**src/rtl/if_fetch_pkg.sv**
```systemverilog
// Shared types and constants for the instruction-fetch stage.
package if_fetch_pkg;

  localparam int unsigned DataWidth = 32;
  localparam logic [DataWidth-1:0] InstNop = 32'h0000_0013;

  typedef enum logic [1:0] {
    IfIdle = 2'd0,
    IfReq  = 2'd1,
    IfDrop = 2'd2
  } if_state_e;

  typedef struct packed {
    logic [DataWidth-1:0] pc;
    logic [DataWidth-1:0] inst;
  } fetch_entry_t;

endpackage

```
**src/rtl/if_fetch_fifo.sv**
```systemverilog
// Synchronous {pc, inst} FIFO between fetch and decode; head is read straight from storage.
module if_fetch_fifo
  import if_fetch_pkg::*;
#(
  parameter int unsigned Depth = 2
) (
  input  logic                   clk_i,
  input  logic                   rst_ni,
  input  logic                   clear_i,
  input  logic                   push_i,
  input  fetch_entry_t           wdata_i,
  input  logic                   pop_i,
  output logic [$clog2(Depth):0] count_o,
  output fetch_entry_t           head_o
);

  localparam int unsigned PtrW = $clog2(Depth);

  fetch_entry_t    mem_q [Depth];
  logic [PtrW-1:0] rd_ptr_q, rd_ptr_d;
  logic [PtrW-1:0] wr_ptr_q, wr_ptr_d;
  logic [PtrW:0]   count_q, count_d;

  always_comb begin
    rd_ptr_d = rd_ptr_q;
    wr_ptr_d = wr_ptr_q;
    count_d  = count_q;
    if (clear_i) begin
      rd_ptr_d = '0;
      wr_ptr_d = '0;
      count_d  = '0;
    end else begin
      // Depth is a power of two, so pointers wrap by natural overflow.
      if (push_i) wr_ptr_d = wr_ptr_q + PtrW'(1);
      if (pop_i)  rd_ptr_d = rd_ptr_q + PtrW'(1);
      count_d = count_q + (PtrW+1)'(push_i) - (PtrW+1)'(pop_i);
    end
  end

  always_ff @(posedge clk_i or negedge rst_ni) begin
    if (!rst_ni) begin
      rd_ptr_q <= '0;
      wr_ptr_q <= '0;
      count_q  <= '0;
    end else begin
      rd_ptr_q <= rd_ptr_d;
      wr_ptr_q <= wr_ptr_d;
      count_q  <= count_d;
    end
  end

  always_ff @(posedge clk_i) begin
    if (push_i && !clear_i) mem_q[wr_ptr_q] <= wdata_i;
  end

  assign count_o = count_q;
  assign head_o  = mem_q[rd_ptr_q];

endmodule

```
**src/rtl/if_fetch.sv**
```systemverilog
// Instruction-fetch stage: PC capture, imem req/ack handshake, flush handling, decode FIFO.
// Define FETCH_PERF_EN to add the perf_fetch_cnt / perf_stall_cnt counter outputs.
module if_fetch
  import if_fetch_pkg::*;
#(
  parameter int unsigned BUF_DEPTH = 2
) (
  input  logic                 CLK,
  input  logic                 RST_N,
  input  logic [DataWidth-1:0] pc_i,
  input  logic [5:0]           stall,
  input  logic                 flush,
  output logic                 imem_req,
  output logic [DataWidth-1:0] imem_addr,
  input  logic                 imem_ack,
  input  logic [DataWidth-1:0] imem_rdata,
  output logic                 fetch_stall_req,
`ifdef FETCH_PERF_EN
  output logic [31:0]          perf_fetch_cnt,
  output logic [31:0]          perf_stall_cnt,
`endif
  output logic                 id_valid,
  output logic [DataWidth-1:0] id_pc,
  output logic [DataWidth-1:0] id_inst
);

  localparam int unsigned CntW = $clog2(BUF_DEPTH) + 1;

  if_state_e            state_q, state_d;
  logic                 req_q, req_d;
  logic [DataWidth-1:0] addr_q, addr_d;

  logic [CntW-1:0] fifo_count;
  fetch_entry_t    fifo_head;
  logic            push, pop, issue;
  logic [31:0]     occ_next;

  // Only stall[1] (hold IF/ID) matters here.
  logic unused_stall;
  assign unused_stall = ^{stall[5:2], stall[0]};

  assign id_valid = (fifo_count != '0);
  assign push     = (state_q == IfReq) && imem_ack && !flush;
  assign pop      = id_valid && !stall[1] && !flush;
  assign occ_next = 32'(fifo_count) + 32'(push) - 32'(pop);
  assign issue    = !flush && ((state_q == IfIdle) || ((state_q == IfReq) && imem_ack)) &&
                    (occ_next < BUF_DEPTH);

  assign fetch_stall_req = !issue && !flush;

  always_comb begin
    state_d = state_q;
    req_d   = req_q;
    addr_d  = addr_q;
    if (issue) begin
      state_d = IfReq;
      req_d   = 1'b1;
      addr_d  = pc_i;
    end else begin
      unique case (state_q)
        IfReq: begin
          if (imem_ack) begin
            state_d = IfIdle;
            req_d   = 1'b0;
          end else if (flush) begin
            // Request must complete on the bus; its data is now stale.
            state_d = IfDrop;
          end
        end
        IfDrop: begin
          if (imem_ack) begin
            state_d = IfIdle;
            req_d   = 1'b0;
          end
        end
        default: ;
      endcase
    end
  end

  always_ff @(posedge CLK or negedge RST_N) begin
    if (!RST_N) begin
      state_q <= IfIdle;
      req_q   <= 1'b0;
      addr_q  <= '0;
    end else begin
      state_q <= state_d;
      req_q   <= req_d;
      addr_q  <= addr_d;
    end
  end

  assign imem_req  = req_q;
  assign imem_addr = addr_q;

  if_fetch_fifo #(
    .Depth (BUF_DEPTH)
  ) u_fifo (
    .clk_i   (CLK),
    .rst_ni  (RST_N),
    .clear_i (flush),
    .push_i  (push),
    .wdata_i ('{pc: addr_q, inst: imem_rdata}),
    .pop_i   (pop),
    .count_o (fifo_count),
    .head_o  (fifo_head)
  );

  assign id_pc   = id_valid ? fifo_head.pc   : '0;
  assign id_inst = id_valid ? fifo_head.inst : InstNop;

`ifdef FETCH_PERF_EN
  logic [31:0] perf_fetch_q, perf_stall_q;

  always_ff @(posedge CLK or negedge RST_N) begin
    if (!RST_N) begin
      perf_fetch_q <= '0;
      perf_stall_q <= '0;
    end else begin
      perf_fetch_q <= perf_fetch_q + 32'(push);
      perf_stall_q <= perf_stall_q + 32'(fetch_stall_req);
    end
  end

  assign perf_fetch_cnt = perf_fetch_q;
  assign perf_stall_cnt = perf_stall_q;
`endif

endmodule
```
**config.mk**
```make
export PLATFORM = sky130hd
export DESIGN_NAME = if_fetch
export DESIGN_NICKNAME = d
export VERILOG_FILES = /design/src/rtl/if_fetch_pkg.sv /design/src/rtl/if_fetch_fifo.sv /design/src/rtl/if_fetch.sv
export SDC_FILE = /design/constraint.sdc
export NUM_CORES = 1
export LEC_CHECK = 0
export ABC_AREA = 1
export CAP_MARGIN = 25
export CORE_ASPECT_RATIO = 0.7
export CORE_MARGIN = 2
export CORE_UTILIZATION = 30
export DETAILED_ROUTE_END_ITERATION = 10
export PLACE_DENSITY = 0.55
export REMOVE_ABC_BUFFERS = 1
export SETUP_SLACK_MARGIN = 0.15
export SLEW_MARGIN = 20
export SYNTH_ARGS = -nofsm -noshare
export SYNTH_HDL_FRONTEND = slang
export SYNTH_SLANG_ARGS = --single-unit
```
**constraint.sdc**
```tcl
create_clock -name CLK -period 6.6 [get_ports CLK]
set_clock_uncertainty 0.05 [all_clocks]
set_input_delay 1.32 -clock CLK [delete_from_list [all_inputs] [get_ports CLK]]
set_output_delay 1.32 -clock CLK [all_outputs]
set_load 0.05 [all_outputs]
```
==> results.md <==
* Worst Setup Start Kind: primary input
* Vias in the first global route at 4611
* Crit-path cells: clkdlybuf4s50_1 -> or2_2 -> nor2_1 -> ha_1 -> inv_1 -> ha_1 -> fa_1 -> nor2_1 -> nand2_2 -> inv_4 -> a21oi_1 -> clkdlybuf4s50_1
* Main synth FF type: edfxtp_1
* Placer Congestion at 0.792
* PostCTS Resize Cnt at 0
* Hold Path Depth at 2
* CTS Hold Bufs at 0
* Async SR Flop Fraction at 23.4%
* Final core utilization at 42.1%
* Layout fillers at 2015
* Final Hold Vio Count at 0
* Worst skew pair latency at 0.42 ns
* Post-detail-place hpwl at 10000 um
* Fin crit share at 86.0%
* R2R setup slack at 3.25 ns
* Diodes inserted at 0
* Max cap viols at 0
* Post-CTS Setup Inserts at 0
* IO Port Bufs at 167
* Critical path class: in2out
* CTS sink cnt at 167
* #FFs+latches synth at 167
* Post-route DRC at 0
* Vias at 4529
* Synth Instances at 546
* LEAKAGE at 3.44 nW
* Worst reg2reg path depth at 15
* Wire per inst at 16.0 um
* Slew Limit Fails at 0
* Cell area after synthesis at 6530 sq um
* FMAX at 0.176 GHz
* CP endpoint kind: output pin
* First-pass GRT wire length at 25300 um
* Synth area leaders: edfxtp_1 (59%), dfrtp_1 (15%), nand2_1 (12%)
* Setup TNS at 0 ns
* Final setup vio count at 0
* Post-layout min period at 5.67 ns
* Synth top area share at 58.9%
* Post-synthesis sequential area ratio at 73.8%
* Post-route ant nets at 0
* Critical path's largest stage delay at 0.83 ns
* Ys Warns at 0
* Nets@finish at 794
* Worst EP required at 5.23 ns
* Pwr Density at 421 nW/um^2
* Area Overhead vs Synth at 38.7%
* CTS tree: yes
* Commonest non-fill, non-tap cell in the layout: nand2_1
* Slowest cell on crit path: clkdlybuf4s50_1
* Pin count of the biggest net entering global routing at 65
* All-Layer GR Usage at 14.3%
* CP Max Fanout at 3
* Final WL at 16100 um
* DIE WIDTH at 180 um
* Initial antenna violation count at 0
* Clock Pin Slew Worst Setup and Hold Paths at 0.06 ns
* Starting density of the core at 30.3%
* Peak supply drop at 0.000255 V
* Root Driver: clkbuf_16
* Status: finished clean
* Worst Tran Pin Value at 0.774 ns
* HP Class: reg2reg
* Unrepaired setup endpoints after global routing: no
* Post-synth EDFFs at 128
* Die height at 127 um
* Total gr overflow at 0
* Syn avg cell area at 12.0 sq um
* Total Die Area at 23000 sq um
* Clock Path Buffers at 2
* Post-synth top area cell: edfxtp_1
* Slew headroom at 48.4%
* Vias/cell at 4.49
* FP Rows at 45
* Ports at 173
* CORE AREA at 21500 sq um
* Most frequent cells in the layout: nand2_1 (206), clkdlybuf4s50_1 (166), edfxtp_1 (128)
* 1st-iter DRT viols at 301
* Number of buffers created by CTS at 17
* Unique cell type count in the Yosys netlist at 21
* Fraction of layout cells with a size suffix above 1 at 6.75%
* DR pass1 iterations at 6
* H-tree depth at 4
* Worst EP arrival at 4.30 ns
## logic make-up after synthesis
family	share of synthesized area (%)
flops	73.8
buf+inv	3.66
fa+ha+maj	1.46
compound gates	5.27
simple gates	15.8
## per-stage QoR
step                cell area, sq um  hold WS, ns  setup WS, ns  total power [mW]  cells
global route                    9060        0.473         0.778              4.00   1008
detailed placement              8470        0.426         0.926              2.93    974
floorplan                       6360        0.430          1.07              2.37    517
global placement                8450        0.424         0.966              2.90    973
finish                          9060        0.440         0.926              3.82   1008
CTS                             9010        0.451         0.908              3.85   1006
## registers in the layout (all words and copies together), names as in the netlist
| name | cells |
|---|---|
| imem_addr | 32 |
| imem_req | 1 |
| state_q | 2 |
| u_fifo.count_o | 2 |
| u_fifo.mem_q | 128 |
| u_fifo.rd_ptr_q | 1 |
| u_fifo.wr_ptr_q | 1 |
## synthesized netlist by cell type (2+ instances only)
| master | number |
|---|---|
| clkbuf_1 | 2 |
| buf_6 | 3 |
| dfrtp_1 | 39 |
| buf_4 | 3 |
| nand2_1 | 206 |
| ha_1 | 6 |
| buf_2 | 21 |
| inv_1 | 17 |
| o21ai_0 | 2 |
| nor2_1 | 9 |
| a21oi_1 | 64 |
| nand2_2 | 3 |
| edfxtp_1 | 128 |
| nand3_1 | 36 |
## worst paths after layout
kind / start / end
worst max-delay path: stall[1] / fetch_stall_req
worst min-delay path: imem_req / imem_req
worst max register to register: u_fifo.count_o[1] / state_q[1]
max in group asynchronous: RST_N / imem_addr[4]
worst min register to register: imem_req / imem_req
min in group asynchronous: RST_N / imem_req
## critical path: cells and delay by family
family	cells	cell delay (ns)
AO/OA/AOI/OAI	1	0.15
adder cells (fa/ha/maj)	3	0.89
buffers and inverters	4	1.32
AND/OR/NAND/NOR	4	0.61
## layer usage
| metal | GRT usage, % | wire length (um) | vias to the layer above |
|---|---|---|---|
| met3 | 4.56 | 1060 | 12 |
| met2 | 20.5 | 6680 | 153 |
| met4 | 4.13 | 136 | 0 |
| met1 | 20.8 | 8250 | 2178 |
| li1 | - | - | 2186 |
| met5 | 0 | 0 | - |
## area by class of cell
type	count	area [sq um]	area share, %
flip-flops and latches	167	4820	53.2
clock buffers	20	437	4.82
well taps	282	353	3.90
clock inverters	12	100	1.11
repair buffers	177	1790	19.7
inverters	18	70.1	0.774
multi-input cells	332	1490	16.4
## power breakdown
| group | internal (mW) | switching, mW | total (mW) |
|---|---|---|---|
| Clock | 0.518 | 0.394 | 0.911 |
| Combinational | 0.430 | 1.01 | 1.44 |
| Sequential | 1.34 | 0.128 | 1.47 |
| Total | 2.29 | 1.53 | 3.82 |
(Power assumes the default switching activity.)
